===== config.mk =====
export PLATFORM = sky130hd
export DESIGN_NAME = uob_collector_flat
export DESIGN_NICKNAME = d
export VERILOG_FILES = /design/src/rtl/uob_collector_if.sv /design/src/rtl/uob_collector.sv /design/src/flat_wrapper.sv
export SDC_FILE = /design/constraint.sdc
export NUM_CORES = 1
export LEC_CHECK = 0
export ABC_CLOCK_PERIOD_IN_PS = 11400
export CAP_MARGIN = 0
export CORE_UTILIZATION = 41
export CTS_BUF_LIST = sky130_fd_sc_hd__clkbuf_4
export DETAILED_ROUTE_END_ITERATION = 8
export PLACE_DENSITY = 0.6
export SLEW_MARGIN = 20
export SYNTH_ARGS = -nofsm -noshare
export SYNTH_HDL_FRONTEND = slang
export SYNTH_SLANG_ARGS = --single-unit
export TNS_END_PERCENT = 10

===== constraint.sdc =====
create_clock -name clk -period 11.4 [get_ports clk]
set_input_delay 2.28 -clock clk [delete_from_list [all_inputs] [get_ports clk]]
set_output_delay 2.28 -clock clk [all_outputs]
set_load 0.01 [all_outputs]

===== src/rtl/uob_collector_if.sv =====
// Unit-side readout and consumer-side FIFO signals of uob_collector.
// The collector connects through the master modport; the unit/consumer side connects through slave.
`ifndef UNIT_OUTPUT_WIDTH
`define UNIT_OUTPUT_WIDTH 4
`endif

interface uob_collector_if #(
  parameter int N_UNITS   = 4,
  parameter int OUT_WIDTH = `UNIT_OUTPUT_WIDTH
);
  logic [N_UNITS*OUT_WIDTH-1:0] unit_dout;
  logic [N_UNITS-1:0]           unit_empty;
  logic [N_UNITS-1:0]           unit_rd_en;
  logic [15:0]                  dout;
  logic                         dout_last;
  logic                         rd_en;
  logic                         empty;
  logic                         err;

  modport master (
    input  unit_dout, unit_empty, rd_en,
    output unit_rd_en, dout, dout_last, empty, err
  );

  modport slave (
    output unit_dout, unit_empty, rd_en,
    input  unit_rd_en, dout, dout_last, empty, err
  );
endinterface


===== src/rtl/uob_collector.sv =====
// Round-robin readout of unit output buffers into a first-word-fall-through FIFO.
// Each packet is written speculatively and becomes visible only once fully received.
`ifndef UNIT_OUTPUT_WIDTH
`define UNIT_OUTPUT_WIDTH 4
`endif

module uob_collector #(
  parameter int N_UNITS   = 4,
  parameter int OUT_WIDTH = `UNIT_OUTPUT_WIDTH,
  parameter int PKT_LEN   = 12,
  parameter int FIFO_MSB  = 4
) (
  input logic             clk,
  input logic             rst,
  uob_collector_if.master io
);

  localparam int RATIO       = 16 / OUT_WIDTH;
  localparam int OUT_N_WORDS = PKT_LEN * RATIO;
  localparam int DEPTH       = 2 ** (FIFO_MSB + 1);
  localparam int PW          = FIFO_MSB + 2;
  localparam int RRW         = (N_UNITS > 1) ? $clog2(N_UNITS) : 1;
  localparam int CW          = $clog2(OUT_N_WORDS + 1);
  localparam int SW          = (RATIO > 1) ? $clog2(RATIO) : 1;
  localparam logic [15:0] SLOT_MASK = 16'((1 << OUT_WIDTH) - 1);

  typedef enum logic [2:0] {
    IDLE,
    REQ,
    HDR,
    DATA,
    COMMIT
  } state_e;

  state_e               state_q, state_d;
  logic [RRW-1:0]       rr_q, rr_d;
  logic [RRW-1:0]       sel_q, sel_d;
  logic [PW-1:0]        wr_ptr_q, wr_ptr_d;
  logic [PW-1:0]        cm_ptr_q, cm_ptr_d;
  logic [PW-1:0]        rd_ptr_q, rd_ptr_d;
  logic [N_UNITS-1:0]   unit_rd_en_q, unit_rd_en_d;
  logic [CW-1:0]        cnt_q, cnt_d;
  logic [SW-1:0]        sub_q, sub_d;
  logic [15:0]          acc_q, acc_d;
  logic                 err_q, err_d;

  logic [16:0]          mem_q [DEPTH];
  logic                 wr_en;
  logic [16:0]          wr_data;
  logic [16:0]          head;

  logic [PW-1:0]        used;
  logic [PW:0]          free;
  logic                 fifo_empty;
  logic                 pop;
  logic                 found;
  logic [RRW-1:0]       pick;
  logic [RRW-1:0]       cand;
  logic [OUT_WIDTH-1:0] cur_word;
  logic [15:0]          word_full;
  logic                 last_word;

  assign fifo_empty = (rd_ptr_q == cm_ptr_q);
  assign pop        = io.rd_en && !fifo_empty;
  assign used       = wr_ptr_q - rd_ptr_q;
  assign free       = (PW+1)'(DEPTH) - {1'b0, used};
  assign head       = mem_q[rd_ptr_q[FIFO_MSB:0]];
  assign cur_word   = OUT_WIDTH'(io.unit_dout >> (sel_q * OUT_WIDTH));
  assign last_word  = (cnt_q == CW'(OUT_N_WORDS - 1));

  assign io.unit_rd_en = unit_rd_en_q;
  assign io.empty      = fifo_empty;
  assign io.dout       = fifo_empty ? '0 : head[15:0];
  assign io.dout_last  = !fifo_empty && head[16];
  assign io.err        = err_q;

  // Round-robin search starting at rr_q.
  always_comb begin
    found = 1'b0;
    pick  = '0;
    cand  = '0;
    for (int unsigned i = 0; i < N_UNITS; i++) begin
      cand = RRW'((32'(rr_q) + i) % unsigned'(N_UNITS));
      if (!found && !io.unit_empty[cand]) begin
        found = 1'b1;
        pick  = cand;
      end
    end
  end

  always_comb begin
    state_d      = state_q;
    rr_d         = rr_q;
    sel_d        = sel_q;
    wr_ptr_d     = wr_ptr_q;
    cm_ptr_d     = cm_ptr_q;
    rd_ptr_d     = rd_ptr_q + PW'(pop);
    unit_rd_en_d = '0;
    cnt_d        = cnt_q;
    sub_d        = sub_q;
    acc_d        = acc_q;
    err_d        = err_q;
    wr_en        = 1'b0;
    wr_data      = '0;
    word_full    = (acc_q & ~(SLOT_MASK << (sub_q * OUT_WIDTH)))
                 | (16'(cur_word) << (sub_q * OUT_WIDTH));

    unique case (state_q)
      IDLE: begin
        if (found && free >= (PW+1)'(PKT_LEN + 1)) begin
          state_d            = REQ;
          sel_d              = pick;
          unit_rd_en_d[pick] = 1'b1;
          wr_en              = 1'b1;
          wr_data            = {1'b0, 16'(pick)};
          wr_ptr_d           = wr_ptr_q + 1'b1;
          rr_d               = (pick == RRW'(N_UNITS - 1)) ? '0 : pick + 1'b1;
        end
      end
      REQ: state_d = HDR;
      HDR: begin
        if (cur_word == '1) begin
          state_d = DATA;
          cnt_d   = '0;
          sub_d   = '0;
          acc_d   = '0;
        end else begin
          err_d    = 1'b1;
          wr_ptr_d = cm_ptr_q;
          state_d  = IDLE;
        end
      end
      DATA: begin
        acc_d = word_full;
        cnt_d = cnt_q + 1'b1;
        // Every RATIO-th unit word completes a 16-bit FIFO word.
        if (sub_q == SW'(RATIO - 1)) begin
          sub_d    = '0;
          wr_en    = 1'b1;
          wr_data  = {last_word, word_full};
          wr_ptr_d = wr_ptr_q + 1'b1;
        end else begin
          sub_d = sub_q + 1'b1;
        end
        if (last_word) state_d = COMMIT;
      end
      COMMIT: begin
        cm_ptr_d = wr_ptr_q;
        state_d  = IDLE;
      end
      default: state_d = IDLE;
    endcase
  end

  always_ff @(posedge clk) begin
    if (rst) begin
      state_q      <= IDLE;
      rr_q         <= '0;
      sel_q        <= '0;
      wr_ptr_q     <= '0;
      cm_ptr_q     <= '0;
      rd_ptr_q     <= '0;
      unit_rd_en_q <= '0;
      cnt_q        <= '0;
      sub_q        <= '0;
      acc_q        <= '0;
      err_q        <= 1'b0;
    end else begin
      state_q      <= state_d;
      rr_q         <= rr_d;
      sel_q        <= sel_d;
      wr_ptr_q     <= wr_ptr_d;
      cm_ptr_q     <= cm_ptr_d;
      rd_ptr_q     <= rd_ptr_d;
      unit_rd_en_q <= unit_rd_en_d;
      cnt_q        <= cnt_d;
      sub_q        <= sub_d;
      acc_q        <= acc_d;
      err_q        <= err_d;
    end
  end

  always_ff @(posedge clk) begin
    if (wr_en && !rst) mem_q[wr_ptr_q[FIFO_MSB:0]] <= wr_data;
  end

endmodule


===== src/flat_wrapper.sv =====
// flat-port wrapper written by rule: the top's interface ports become plain ports
module uob_collector_flat 
#(
  parameter int N_UNITS   = 4,
  parameter int OUT_WIDTH = `UNIT_OUTPUT_WIDTH,
  parameter int PKT_LEN   = 12,
  parameter int FIFO_MSB  = 4
)
  (clk, rst, io_unit_dout, io_unit_empty, io_rd_en, io_unit_rd_en, io_dout, io_dout_last, io_empty, io_err);
  uob_collector_if #(.N_UNITS(N_UNITS), .OUT_WIDTH(OUT_WIDTH)) io_i ();
  input logic clk;
  input logic rst;
  input wire logic [$bits(io_i.unit_dout)-1:0] io_unit_dout;
  input wire logic [$bits(io_i.unit_empty)-1:0] io_unit_empty;
  input wire logic [$bits(io_i.rd_en)-1:0] io_rd_en;
  output wire logic [$bits(io_i.unit_rd_en)-1:0] io_unit_rd_en;
  output wire logic [$bits(io_i.dout)-1:0] io_dout;
  output wire logic [$bits(io_i.dout_last)-1:0] io_dout_last;
  output wire logic [$bits(io_i.empty)-1:0] io_empty;
  output wire logic [$bits(io_i.err)-1:0] io_err;
  assign io_i.unit_dout = io_unit_dout;
  assign io_i.unit_empty = io_unit_empty;
  assign io_i.rd_en = io_rd_en;
  assign io_unit_rd_en = io_i.unit_rd_en;
  assign io_dout = io_i.dout;
  assign io_dout_last = io_i.dout_last;
  assign io_empty = io_i.empty;
  assign io_err = io_i.err;
  uob_collector #(.N_UNITS(N_UNITS), .OUT_WIDTH(OUT_WIDTH), .PKT_LEN(PKT_LEN), .FIFO_MSB(FIFO_MSB)) u_core (.clk(clk), .rst(rst), .io(io_i));
endmodule

==> metrics.txt <==
initial core utilization 41.65%; drt first-iter violations 1116; Seq/Total Area, Yosys 72.01%; status finished, final reports clean; Netlist cell types 53; drt drc 0; DR vias 12790; #FFs+latches synth 594; drt wl/cell 24.63 um; Max IR drop VDD 0.0002051 V; number of setup buffers added after CTS 0; top cells by area, synth edfxtp_1 (68%), mux4_2 (16%), dfxtp_1 (4.2%); Layout area overhead 15.42%; cts repair resizes 0; async set-reset flop share out of synthesis 0%; WL final 56780 um; Main synth FF type edfxtp_1; DIE AREA 59690 um^2; clock sinks 594; Die Width 244.3 um; Post-Syn Nets 1306; cell taking the most area after synthesis edfxtp_1; I/O pin cnt 46; met2 usage 30.37%; Final setup viols 0; CP Max Fanout 57; H-tree Lvls 4; GRT Total Usage 19.69%; synth cell count leaders edfxtp_1 (544), mux4_2 (174), nor2_1 (69), nand2_1 (65), a21oi_1 (59); crit start category flip-flop; first-pass GRT wire length 84520 um; area of the mapped netlist 24080 um^2; Yosys Warn Count 0; Skew-Pair Late Insertion Delay 990 ps; initial antenna violation count 3; grt peak-use layer met2; final hold vios 0; MaxCap Viol Count 0; gr ovfl total 0; Lkg Pwr 7.850 nW; cts hold-fix bufs 0; vias in the first global route 13500; crit path kind reg2out; Final Skew 66.39 ps; First-pass DRT Iterations 5; met3 Use GR 5.378%; CTS clk-pin slew, worst paths 60 ps; most instantiated library cell after synthesis edfxtp_1; ratio of cells with drive above 1 in the final layout 32.94%; Post-synth EDFFs 544; DP HPWL 31190 um; Die H 244.3 um; via/cell ratio 5.547; core footprint 57810 um^2; remaining antenna violation count after routing 0; Final Util 48.07%; met1 usage 26.51%; Setup crit end kind output port; Syn Inst Count 1260; Critical Path AT 4420 ps; Pwr Density 191.8 nW/um^2; Core Rows 88; Tmin final 6697 ps; final slew viol count 0; Avg Synthesized Cell Area 19.11 um^2; Port Buffer Count 45; CTS tree built; largest net degree at the start of global routing 68; final worst-path cycle share 58.74%; clock buffer count from CTS 152; Critical Path RT 9120 ps; Final nets 1479; Synth top area share 67.85%; Bufs on Longest Clock Path 3; Root Driver clkbuf_4; unrepaired setup endpoints after global routing no; max_slew headroom 26.99%; Final Wtd Congestion 0.7798; Tightest Pin Transition 1094 ps; fmax 149.3 MHz; Hold WC Path Type reg2reg; Setup TNS 0 ps
## worst max-delay path, stage by stage, from the launching register on
cell and delay (ps):
dfxtp_4 850, buf_4 840, mux4_2 350, mux4_2 250
nand2_1 90, a21oi_1 410, clkdlybuf4s50_1 620
## cell families (layout without fill, tap and decap cells)
family / Yosys count / after routing / synth area share [%]
flops: 594 / 594 / 72.01
mux: 190 / 190 / 17.00
fa+ha+maj: 23 / 23 / 1.226
other cells: 0 / 4 / 0
xor+xnor: 20 / 20 / 0.7588
compound gates: 119 / 119 / 3.056
simple gates: 230 / 230 / 4.558
buf+inv: 84 / 360 / 1.393
## flip-flops by register name, indices dropped and copies added (netlist names)
register	count
u_core.mem_q	544
u_core.acc_q	12
u_core.cm_ptr_q	6
u_core.cnt_q	6
u_core.rd_ptr_q	6
u_core.wr_ptr_q	6
u_core.io.unit_rd_en	4
u_core.state_q	3
u_core.rr_q	2
u_core.sel_q	2
u_core.sub_q	2
u_core.io.err	1
## stage by stage
| stage | instance area (um^2) | hold WS [ps] | std cells | setup slack, ps | total power, mW |
|---|---|---|---|---|---|
| after CTS | 27750 | 452.5 | 2301 | 4529 | 5.393 |
| after detailed placement | 25920 | 437.2 | 2044 | 5580 | 3.661 |
| after floorplan | 24080 | 417.3 | 1260 | 5438 | 3.243 |
| after global routing | 27780 | 481.2 | 2303 | 4410 | 5.582 |
| final | 27790 | 455.3 | 2305 | 4703 | 5.331 |
| after global placement | 25880 | 429.0 | 2044 | 5553 | 3.623 |
## placed cells by master (no fill, tap or decap), types with 24 or more instances in the layout
cell type,count
clkdlybuf4s50_1,44
clkbuf_4,214
mux4_2,174
dfxtp_1,46
buf_4,40
edfxtp_1,544
a21oi_1,42
nor2b_1,24
clkinv_1,30
nor2_1,60
nand2_1,64
## final timing paths
path / slack (ps) / depth (start not counted) / startpoint / end
hold / removal: 460 / 2 / u_core.acc_q[1]$_SDFFE_PP0P_ / u_core.acc_q[1]$_SDFFE_PP0P_
setup / recovery: 4700 / 6 / u_core.rd_ptr_q[1]$_SDFF_PP0_ / io_dout[0]
setup reg to reg: 5930 / 12 / u_core.rd_ptr_q[1]$_SDFF_PP0_ / u_core.mem_q[8][11]$_DFFE_PP_
hold reg to reg: 460 / 2 / u_core.acc_q[1]$_SDFFE_PP0P_ / u_core.acc_q[1]$_SDFFE_PP0P_
## routing by layer
metal  wire, um  vias to the layer above
met5          0                        -
met4       1184                        0
met3       4124                       81
met2      27120                      490
met1      24350                     6662
li1           -                     5553
## cell type report
class / instances / area (um^2)
diodes: 4 / 10.01
well taps: 765 / 957.2
flip-flops and latches: 594 / 17350
repair buffers: 85 / 745.7
multi-input cells: 582 / 6832
fillers: 4855 / 30020
inverters: 18 / 67.56
clock inverters: 43 / 222.7
clock buffers: 214 / 1607
## report_power, final
group | total (mW) | switching [mW] | leakage [nW] | internal, mW
clock | 1.73 | 0.840 | 1.08 | 0.885
combinational | 1.02 | 0.684 | 2.09 | 0.335
sequential | 2.59 | 0.0601 | 4.68 | 2.53
total | 5.33 | 1.58 | 7.85 | 3.75
Note: power is estimated with default switching activity, not from simulation.
==> RTL edit 1: new RTL, same settings <==
One comparison of `cnt_q` changes from == to >=.
--- a/src/rtl/uob_collector.sv
+++ b/src/rtl/uob_collector.sv
@@ -68,3 +68,3 @@
   assign cur_word   = OUT_WIDTH'(io.unit_dout >> (sel_q * OUT_WIDTH));
-  assign last_word  = (cnt_q == CW'(OUT_N_WORDS - 1));
+  assign last_word  = (cnt_q >= CW'(OUT_N_WORDS - 1));
 
Function: same outputs for any inputs over 4 cycles, from zero or initial values and one cycle with rst high; that may be too few to reach the edited logic, so the function may still have changed.
==> RTL edit 1 against the original RTL <==
Wire length shrank 3.5%; highest routed layer unchanged; worst setup slack lost 0.70 ns; cell count shrank 1.1%; synthesized area shrank 0.94%; maximum frequency shrank 9.5%; sequential cell count is the same; largest cell class unchanged; cell area shrank 1.6%; clock skew shrank 0.0097 ns; critical path type unchanged.
Power is not compared: it rests on default switching activity, and its combinational part moved more than twofold at a synthesized area within 25%.
==> RTL edit 1: results (changes against the original RTL) <==
* Seq_cells at 594 (unchanged)
* First-pass GRT wire length at 81.6 mm (-3.5%)
* Hold path cells at 1 (-1)
* Clk cell area share at 6.50% (-0.081 points)
* Fillers at 4,900 (+0.93%)
* GR Util met2 at 30.6% (+0.26 points)
* Layout Nets at 1,466 (-0.88%)
* Initial DRC Count at 946 (-15%)
* Netlist cell types at 52 (-1.9%)
* Most frequent cells after synthesis: 544 x edfxtp_1, 174 x mux4_2, 97 x nor2_1
* Sequential area share after synthesis at 72.7% (+0.68 points)
* Initial antenna violation count at 2 (-1)
* Net Count, Synth at 1,277 (-2.2%)
* Crit path to: io_dout[15]
* GPL Wtd Cong at 0.723 (-7.2%)
* GR Util met3 at 4.70% (-0.68 points)
* Via density at 5.47 (-1.4%)
* Status: finished, final reports clean
* Area of the multi-input gates at 6360 µm² (-6.8%)
* Non-CTS buffers at 94 (+11%)
* Seq/total area at 63.4% (+1.0 points)
* Xor and xnor area share after synthesis at 0.766% (+0.0072 points)
* Vias post-DR at 12.5k (-2.5%)
* Post-Synth Adder-Cell Area at 1.24% (+0.012 points)
* Final HPWL DP at 30.1 mm (-3.5%)
* R2R cell count at 10 (-2)
* Non-clk invs at 17 (-1)
* Multi-In Gates at 561 (-3.6%)
* Setup WS pre-CTS at 4.97 ns (-0.613 ns)
* Post-synthesis compound-gate area fraction at 2.70% (-0.35 points)
* Cell-internal power at 0.00348 W
* Hold EP: u_core.acc_q[5]
* GR Util All Layers at 19.1% (-0.57 points)
* Final setup skew at 0.0567 ns (-0.00972 ns)
* Layout clock buffers at 221 (+3.3%)
* Slew at the pin with the worst max-slew slack at 1.06 ns (-0.0352 ns)
* Worst R2R End: u_core.mem_q[16][12]
* Largest net degree at the start of global routing at 105 (+54%)
* Routed Wire Length at 54.8 mm (-3.5%)
* Met1 GRT Util at 25.3% (-1.2 points)
* RR Startpoint: u_core.rd_ptr_q[4]
* R2R setup slack at 6.55 ns (+0.62 ns)
* Syn Area/Cell at 19.4 µm² (+1.4%)
[RTL edit 1: cell types whose count changed in the layout (fill, tap and decap cells not counted), moves of 8 or more]
cell | unedited run | this run
a211oi_4 | 15 | 0
a21oi_2 | 11 | 1
buf_4 | 40 | 48
clkinv_1 | 30 | 12
mux2_1 | 8 | 0
nor2_2 | 1 | 35
[RTL edit 1: worst max-delay path: stages, from the launching register on]
cell             delay [ns]
dfxtp_4                0.75
buf_4                  0.59
buf_4                  0.89
mux4_2                 0.38
mux4_2                 0.27
nand2_1                0.07
a21oi_1                0.44
clkdlybuf4s50_1        0.64
[RTL edit 1: metrics by stage]
stage	hold WS, ns	cell area [µm²]
6_report	0.480	27300
3_5_place_dp	0.456	25500
2_1_floorplan	0.435	23900
5_1_grt	0.482	27300
4_1_cts	0.469	27300
3_3_place_gp	0.451	25500
[RTL edit 1: metal layers]
metal / part of all wire (%) / up-vias
li1: - / 5445
met1: 43 / 6527
met2: 49 / 424
met3: 6.2 / 68
met4: 1.7 / 0
met5: 0 / -
==> RTL edit 2: new RTL, config.mk and constraints unchanged <==
Made on the original files. `N_UNITS` is set to 4 in 3 places; all go to 8.
--- a/src/rtl/uob_collector_if.sv
+++ b/src/rtl/uob_collector_if.sv
@@ -7,3 +7,3 @@
 interface uob_collector_if #(
-  parameter int N_UNITS   = 4,
+  parameter int N_UNITS   = 8,
   parameter int OUT_WIDTH = `UNIT_OUTPUT_WIDTH
--- a/src/rtl/uob_collector.sv
+++ b/src/rtl/uob_collector.sv
@@ -7,3 +7,3 @@
 module uob_collector #(
-  parameter int N_UNITS   = 4,
+  parameter int N_UNITS   = 8,
   parameter int OUT_WIDTH = `UNIT_OUTPUT_WIDTH,
--- a/src/flat_wrapper.sv
+++ b/src/flat_wrapper.sv
@@ -3,3 +3,3 @@
 #(
-  parameter int N_UNITS   = 4,
+  parameter int N_UNITS   = 8,
   parameter int OUT_WIDTH = `UNIT_OUTPUT_WIDTH,
Ports: changed (resized io_unit_dout, io_unit_empty and io_unit_rd_en); port bits go from 46 to 70. No check against the original RTL was run, so the function may have changed too.
==> RTL edit 2 against the original RTL <==
Worst setup slack got worse by 0.54 ns; sequential cell count rose by 6; clock skew fell by 0.0055 ns; total power rose by 2.0%; synthesized area rose by 3.6%; synthesized cell count rose by 6.7%; count of clock-buffer cells in the layout rose by 5; cell area rose by 4.0%; wire length fell by 1.1%; clock power rose by 4%; cell count rose by 5.9%.
==> RTL edit 2: results (changes against the original RTL) <==
* Initial DRC Count at 932 (-16%)
* Worst path max stage delay at 0.90 ns (+0.05 ns)
* Fillers at 5,070 (+4.4%)
* Ranking of synthesized cells by area: edfxtp_1 65%, mux4_2 17%, dfxtp_1 4.5%
* LEAKAGE at 8.72 nW (+11%)
* CP delay by family, top: buffers and inverters
* Largest register FFs at 544 (unchanged)
* Skew-Pair Late Insertion Delay at 0.97 ns (-0.02 ns)
* GR Util All Layers at 18.5% (-1.1 points)
* Drt first pass iters at 7 (+2)
* GPL Wtd Cong at 0.819 (+5.0%)
* Most frequent cells after synthesis: 544 x edfxtp_1, 188 x mux4_2, 81 x nor2_1
* Via density at 5.56 (+0.17%)
* Status: finished, final reports clean
* Final setup skew at 0.0608 ns (-0.00554 ns)
* Placed cell area at 27,000 µm² (+4.0%)
* Final HPWL DP at 34.3 mm (+9.8%)
* Asr flop ratio synth at 0% (unchanged)
* Net Count, Synth at 1,409 (+7.9%)
* VDD IR max at 0.155 mV (-25%)
* Sequential area share after synthesis at 70.0% (-2.1 points)
* R2R cell count at 10 (-2)
* Initial antenna violation count at 5 (+2)
* First-pass GRT wire length at 84.0 mm (-0.56%)
* Post-CTS repair timing setup buffer count at 0 (unchanged)
* R2R setup slack at 5.65 ns (-0.28 ns)
* Slew at the pin with the worst max-slew slack at 1.14 ns (+0.0489 ns)
* Crit-path max FO at 66 (+16%)
* Port Buffer Count at 69 (+53%)
* Netlist cell types at 64 (+21%)
* Worst hold slack at 0.446 ns (-0.00957 ns)
* Hold EP: u_core.acc_q[5]
* Largest net degree at the start of global routing at 112 (+65%)
* YS warnings at 0 (unchanged)
* Setup WS pre-CTS at 4.71 ns (-0.866 ns)
* Syn Area/Cell at 18.6 µm² (-2.8%)
* Share of layout cells above drive strength 1 at 33.7% (+0.79 points)
* Num CTS Buffers at 155 (+2.0%)
* Slowest-stage cell, CP: buf_4
* Post-CTS Resized at 0 (unchanged)
* Worst Min Path Start: u_core.acc_q[5]
* Layout Nets at 1,615 (+9.2%)
* WL/cell at 23.0 µm (-6.6%)
* Worst R2R End: u_core.mem_q[25][9]
* Routed Wire Length at 56.2 mm (-1.1%)
* Number of global-route vias before repair at 13.7k (+1.6%)
* Placed insts at 2,175 (+6.4%)
[RTL edit 2: kinds of logic (layout without fill, tap and decap cells)]
family	count (synthesis)	count (layout)	synth area share (%)
simple gates	271	271	5.34
fa+ha+maj	22	22	1.13
buf+inv	91	401	1.41
mux	214	214	18.1
flops	600	600	70.0
other cells	0	5	0
compound gates	125	125	3.36
xor+xnor	21	21	0.737
[RTL edit 2: cell type report]
cell class | instances | area (µm²) | share of cell area [%]
Antenna cell | 5 | 12.5 | 0.0433
Clock buffer | 219 | 1640 | 5.69
Clock inverter | 42 | 282 | 0.974
Inverter | 21 | 78.8 | 0.273
Multi-Input combinational cell | 653 | 7370 | 25.5
Sequential cell | 600 | 17500 | 60.4
Tap cell | 782 | 978 | 3.38
Timing Repair Buffer | 119 | 1080 | 3.73
[RTL edit 2: worst max path at each step]
stage                             from                   end  slack [ns]
global route        u_core.rd_ptr_q[1]            io_dout[1]        3.90
CTS                 u_core.rd_ptr_q[1]            io_dout[4]        3.96
floorplan             io_unit_empty[1]    u_core.mem_q[9][0]        5.84
finish              u_core.rd_ptr_q[1]            io_dout[5]        4.17
detailed placement    io_unit_empty[6]   u_core.mem_q[25][6]        4.71
global placement      io_unit_empty[6]  u_core.mem_q[25][10]        4.85
[RTL edit 2: layer usage]
layer  vias to the layer above  global-route usage (%)  wire length (µm)
li1                       5999                       -                 -
met1                      6987                    27.0             25200
met2                       506                    27.0             25800
met3                        71                    5.02              4150
met4                         0                    6.23               986
met5                         -                       0                 0
[RTL edit 2: where the power goes]
part | internal, W | switching, W
clock network | 0.000952 | 0.000846
logic | 0.000372 | 0.000644
registers | 0.00255 | 0.0000705
